<file path="src/rtl/mux_rr_nx1.sv">
// N-input, W-bit round-robin multiplexer with valid/ready handshakes and a registered output stage.
// Optional MUX_FORCE_SEL_EN adds force_en/force_sel for fixed-select operation.
module mux_rr_nx1 #(
    parameter int N    = 8,
    parameter int W    = 1,
    parameter int SELW = $clog2(N)
) (
    input  logic              clk,
    input  logic              rst,
    input  logic [N*W-1:0]    in_data,
    input  logic [N-1:0]      in_valid,
    output logic [N-1:0]      in_ready,
    output logic [W-1:0]      out_data,
    output logic              out_valid,
    input  logic              out_ready,
    output logic [SELW-1:0]   out_sel
`ifdef MUX_FORCE_SEL_EN
    ,
    input  logic              force_en,
    input  logic [SELW-1:0]   force_sel
`endif
);

    logic [W-1:0]    chan_data [N];

    logic [SELW-1:0] ptr_reg, ptr_next;
    logic [W-1:0]    out_data_reg, out_data_next;
    logic [SELW-1:0] out_sel_reg, out_sel_next;
    logic            out_valid_reg, out_valid_next;

    logic [SELW-1:0] rr_grant;
    logic            rr_found;
    logic [SELW-1:0] grant;
    logic            grant_valid;
    logic            load_ok;
    logic            load_en;
    logic            ptr_adv;

    // index (base + k) modulo N, valid for any N, not just powers of two
    function automatic logic [SELW-1:0] wrap_add(input logic [SELW-1:0] base, input int k);
        int s;
        s = int'(base) + k;
        if (s >= N) begin
            s = s - N;
        end
        return SELW'(s);
    endfunction

    generate
        for (genvar gi = 0; gi < N; gi++) begin : g_chan
            assign chan_data[gi] = in_data[gi*W +: W];
            assign in_ready[gi]  = load_en & (grant == SELW'(gi));
        end
    endgenerate

    // walk from the farthest offset back to ptr so the nearest valid channel wins
    always_comb begin
        rr_grant = '0;
        rr_found = 1'b0;
        for (int k = N - 1; k >= 0; k--) begin
            if (in_valid[wrap_add(ptr_reg, k)]) begin
                rr_grant = wrap_add(ptr_reg, k);
                rr_found = 1'b1;
            end
        end
    end

`ifdef MUX_FORCE_SEL_EN
    localparam int VPW = 1 << SELW;
    logic [VPW-1:0] valid_pad;
    assign valid_pad = VPW'(in_valid);

    // a forced index past the last channel grants nothing
    always_comb begin
        grant       = rr_grant;
        grant_valid = rr_found;
        if (force_en) begin
            grant       = force_sel;
            grant_valid = (int'(force_sel) < N) && valid_pad[force_sel];
        end
    end
    assign ptr_adv = load_en & ~force_en;
`else
    assign grant       = rr_grant;
    assign grant_valid = rr_found;
    assign ptr_adv     = load_en;
`endif

    assign load_ok = ~out_valid_reg | out_ready;
    assign load_en = load_ok & grant_valid & ~rst;

    always_comb begin
        ptr_next       = ptr_reg;
        out_data_next  = out_data_reg;
        out_sel_next   = out_sel_reg;
        out_valid_next = out_valid_reg;
        if (load_en) begin
            out_data_next  = chan_data[grant];
            out_sel_next   = grant;
            out_valid_next = 1'b1;
        end else if (out_ready) begin
            out_valid_next = 1'b0;
        end
        if (ptr_adv) begin
            ptr_next = (grant == SELW'(N - 1)) ? '0 : grant + SELW'(1);
        end
    end

    always_ff @(posedge clk) begin
        if (rst) begin
            ptr_reg       <= '0;
            out_data_reg  <= '0;
            out_sel_reg   <= '0;
            out_valid_reg <= 1'b0;
        end else begin
            ptr_reg       <= ptr_next;
            out_data_reg  <= out_data_next;
            out_sel_reg   <= out_sel_next;
            out_valid_reg <= out_valid_next;
        end
    end

    assign out_data  = out_data_reg;
    assign out_sel   = out_sel_reg;
    assign out_valid = out_valid_reg;

endmodule

</file>
<file path="config.mk">
export PLATFORM = sky130hd
export DESIGN_NAME = mux_rr_nx1
export DESIGN_NICKNAME = d
export VERILOG_FILES = /design/src/rtl/mux_rr_nx1.sv
export SDC_FILE = /design/constraint.sdc
export NUM_CORES = 1
export LEC_CHECK = 0
export ABC_CLOCK_PERIOD_IN_PS = 4460
export BUFFER_PORTS_ARGS = -buffer_cell sky130_fd_sc_hd__buf_4
export CORE_MARGIN = 2
export CORE_UTILIZATION = 30
export CTS_BUF_LIST = sky130_fd_sc_hd__clkbuf_8
export CTS_CLUSTER_SIZE = 20
export DETAILED_ROUTE_END_ITERATION = 12
export GPL_ROUTABILITY_DRIVEN = 1
export HOLD_SLACK_MARGIN = 0.03
export SLEW_MARGIN = 20
export SYNTH_ARGS = -nofsm -noshare
export SYNTH_HDL_FRONTEND = slang
export SYNTH_SLANG_ARGS = --single-unit
</file>
<file path="constraint.sdc">
create_clock -name clk -period 4.46 [get_ports clk]
set_input_delay 0.223 -clock clk [delete_from_list [all_inputs] [get_ports clk]]
set_output_delay 0.223 -clock clk [all_outputs]
set_load 0.02 [all_outputs]
</file>
# After elaboration in Yosys (flattened, before gate mapping)
# Index checks and enable logic that the tools add are counted.
[totals]
inputBits = 19
reg_bits = 8
out_inout_bits = 13
word_cells = 106
[classes]
add_sub_neg = 16
n_lt_le_gt_ge = 17
n_eq_ne = 7
bitwise = 14
reduce_logical = 2
mux = 46
[op_table]
columns = ["op", "count"]
rows = [
  ["3-bit two-way mux", 17],
  ["4-bit greater-or-equal comparator, second input constant", 8],
  ["3-bit by 4-bit less-than comparator with 1-bit output, second input constant", 8],
  ["1-bit binary-select mux with 3-bit select", 9],
  ["3-bit by 1-bit subtractor with 3-bit output, second input constant", 8],
  ["1-bit two-way mux", 20],
  ["3-bit by 3-bit adder with 4-bit output, second input constant", 4],
  ["3-bit equality test, second input constant", 4],
  ["1-bit bitwise AND", 10],
  ["3-bit by 2-bit adder with 4-bit output, second input constant", 2],
  ["3-bit by 2-bit equality test with 1-bit output, second input constant", 2],
  ["3-bit by 1-bit adder with 4-bit output, second input constant", 1],
  ["3-bit by 4-bit greater-or-equal comparator with 1-bit output, second input constant", 1],
  ["3-bit inverter with 4-bit output", 1],
  ["3-bit by 1-bit adder with 3-bit output, second input constant", 1],
  ["3-bit by 1-bit equality test with 1-bit output, second input constant", 1],
  ["3-bit logical NOT", 1],
  ["1-bit inverter", 2],
  ["2-bit nonzero test", 1],
  ["1-bit bitwise OR", 1],
]

# Longest topological paths before layout
[depth]
depth_word = 17
ltp_mapped = 16
ltp_nobuf = 13

# Worst setup path before layout
# Ideal clock, no wire load.
[synth_path]
path_type = "register -> output"
from = "register ptr_reg[1]"
to = "output in_ready[1]"
slack_ps = 629
required_time_ps = 4237
stages_incl_launch_ff = 14
arrival_time_ps = 3608
path_buffers = 4
cell_sequence = "dfxtp_1 -> buf_2 -> buf_1 -> inv_1 -> ha_1 -> buf_2 -> mux2_2 -> nor3_1 -> a211oi_1 -> nor4_1 -> or3b_2 -> buf_2 -> nand2b_1 -> nor3b_1"
[synth_via]
elab_chain_len = 16
word_cells_on_any_way = 67
classes_between = "add/sub: 15; order compare: 8; eq/ne: 1; mux: 40; bitwise: 3"
[synth_rtl]
columns = ["element", "line_no", "source"]
rows = [
  ["start, declared", "26", "logic [SELW-1:0] ptr_reg, ptr_next;"],
  ["start signal, assigned", "116", "ptr_reg <= ptr_next;"],
  ["3-bit by 3-bit adder with 4-bit output", "42", "s = int'(base) + k;"],
  ["4-bit greater-or-equal comparator / 3-bit by 1-bit subtractor with 3-bit output (equally long branches)", "43, 44", ""],
  ["3-bit two-way mux", "43", "if (s >= N) begin"],
  ["1-bit binary-select mux with 3-bit select", "61", "if (in_valid[wrap_add(ptr_reg, k)]) begin"],
  ["1-bit two-way mux (not written as such)", "61", ""],
  ["1-bit two-way mux (8 in series)", "61", ""],
  ["1-bit bitwise AND (2 in series)", "90", "assign load_en = load_ok & grant_valid & ~rst;"],
  ["1-bit bitwise AND (*)", "52", "assign in_ready[gi] = load_en & (grant == SELW'(gi));"],
  ["end, declared", "12", "output logic [N-1:0] in_ready,"],
]
# Every way passes the cells marked *; elsewhere a longest branch is shown, timed or not. The select of a mux whose other input is x is not followed.

# Worst setup path in the final report
[layout_path]
from = "register ptr_reg[0]"
to = "output in_ready[2]"
# The elaborated chain is that of the path after synthesis.

==> metrics.yaml <==
status: "finished, final reports clean"
synth.avg_cell_area_um2: 9.11
initial_core_util: 0.309
dp_cells: 263
slew_headroom: 0.568
path_class: "reg -> out"
viasPerCell: 5.62
syn_nets: 194
cts.htree.levels: 1
grt_pass1_vias: 1401
synth_edf_count: 0
cp.required_ns: 4.24
tightest_slew_ns: 0.646
clock-skew-final_ns: 0.000393
routabilityCongestion: 0.816
route.detailed.drc: 0
synth_top_area_frac: 0.215
startpoint_type: "flip-flop"
dpl_cell_area_um2: 1830
cp_slowest_cell: "or3b_2"
cp.arrival_ns: 3.93
critPathMaxFanout: 27
fmax_ghz: 0.241
fin_util: 0.370
die_y_um: 76.3
worstSetupPathDepth: 10
cp_top_family: "simple AND/OR/NAND/NOR gates"
postCtsSetupBuffers: 0
finalCritPeriodShare: 0.931
grtUsageMet1: 0.199
pin_count: 32
drive_gt1_frac: 0.383
critPathMaxStageDelay_ns: 0.62
grt_setup_unrepaired: "no"
hp-class: "in -> reg"
crit_buf_inv: 2
crit_path_end_kind: "primary output"
antenna_found_initial: 0
ys_ff_latch: 8
cts.path.max_buffers: 2
yosys_warnings: 0
grt_start_max_net_pins: 28
clk_latency_ns: 0.23
cts_buffers: 3
dr.pass1.iters: 4
cts_resized: 0
dieArea_um2: 5820
max_cap_violations: 0
use_met2: 0.237
netlist_instances: 172
reg2reg_depth: 13
fin_setup_tns_ns: 0
stdcell_count: 266
fin_crit_ns: 4.15
syn_area_um2: 1570
area_delta_synth_final_pct: 19.6
yosysTopAreaCell: "mux4_2"
irDropWorstVdd_v: 0.000322
yosysUniqueCellTypes: 49
grt.busiest_layer: "met2"
hpwl_um: 3120
grt.total_usage: 0.143
wl_per_cell_um: 15.6
core_area_um2: 5070
cts_sinks: 8
detail-route-antenna-nets: 0
drt-total-wl_um: 4150
p_per_area_nw_per_um2: 688
drt_iter0_markers: 62
cts_root_buf: "clkbuf_8"
die_x_um: 76.3
cp_cell_sequence: "buf_4 -> ha_1 -> xor2_1 -> nor3_1 -> a211oi_1 -> nor4_1 -> or3b_2 -> or2_2 -> nor3_1 -> buf_4"
holdPathStages: 2
grt_pass1_wl_um: 6870
cts_hold_buf: 0
cts_tree: "yes"
via_count: 1494
final_nets: 220
final_hold_viol_count: 0
whs_ns: 0.220
numPortBuffers: 31
slew_violations: 0
setup_viol: 0
use_met3: 0.0130
clk_pin_slew_worst_paths_ns: 0.04
grt-ovfl-total: 0
ys_seq_area_frac: 0.102
synth_ff_type: "dfxtp_1"
synthArstFlopShare: 0
fp-row-count: 26
final_cell_area_um2: 1880
synth_area_leaders: "mux4_2, mux2_2, dfxtp_1, mux2i_1, nor2_1"
power_leakage_uw: 0.000719
antenna_cells: 0
ys_top_cells_by_count: "mux2_2, mux4_2, nor2_1"
metrics by stage:
| stage | setup WS, ns | power, µW |
|---|---|---|
| floorplan | 0.629 | 1000 |
| global placement | 0.531 | 1200 |
| detailed placement | 0.567 | 1200 |
| CTS | 0.281 | 1300 |
| global route | 0.0553 | 1400 |
| finish | 0.307 | 1290 |
area by class of cell:
type                    count  area (µm²)
fillers                   571        3200
repair buffers             34         255
multi-input cells         143        1300
well taps                  70        87.6
clock buffers               3        41.3
flip-flops and latches      8         160
inverters                   8        30.0
final timing paths:
| kind | from | endpoint | slack, ns |
|---|---|---|---|
| max | ptr_reg[0] | in_ready[2] | 0.31 |
| min | rst | ptr_reg[1] | 0.22 |
| max reg2reg | ptr_reg[0] | ptr_reg[1] | 0.74 |
| min reg2reg | out_sel[0] | out_sel[0] | 0.47 |
routing by layer:
layer / part of all wire / wire length (µm) / vias up
met5: 0 / 0 / -
met4: 0.011 / 47 / 0
met3: 0.036 / 150 / 5
met2: 0.50 / 2080 / 40
met1: 0.45 / 1870 / 720
li1: - / - / 729
logic make-up (layout without fill, tap and decap cells):
group,after synthesis,count (layout),synth area share
XOR/XNOR,5,5,0.0279
multiplexers,43,43,0.408
AND/OR/NAND/NOR,49,49,0.157
AO/OA/AOI/OAI,43,43,0.213
buffers and inverters,21,45,0.0678
adder cells (fa/ha/maj),3,3,0.0239
flip-flops,8,8,0.102
cells in the final DEF (no fill, tap or decap), types with 4 or more instances in the layout:
cell type and n:
buf_4 34, mux4_2 15, mux2_2 15, nor2_1 14, mux2i_1 11, nor3_1 10, nand2_1 8, o21ai_0 8
a21oi_1 8, dfxtp_1 8, inv_1 6, a211oi_1 4, nand2b_1 4, nand3b_1 4
where the power goes:
group	leakage [µW]	switching (µW)	internal, µW	total (µW)
sequential	0.0000662	24.9	98.2	123
clock	0.0000216	28.7	58.5	87.2
combinational	0.000632	595	485	1080
(Power assumes the default switching activity.)
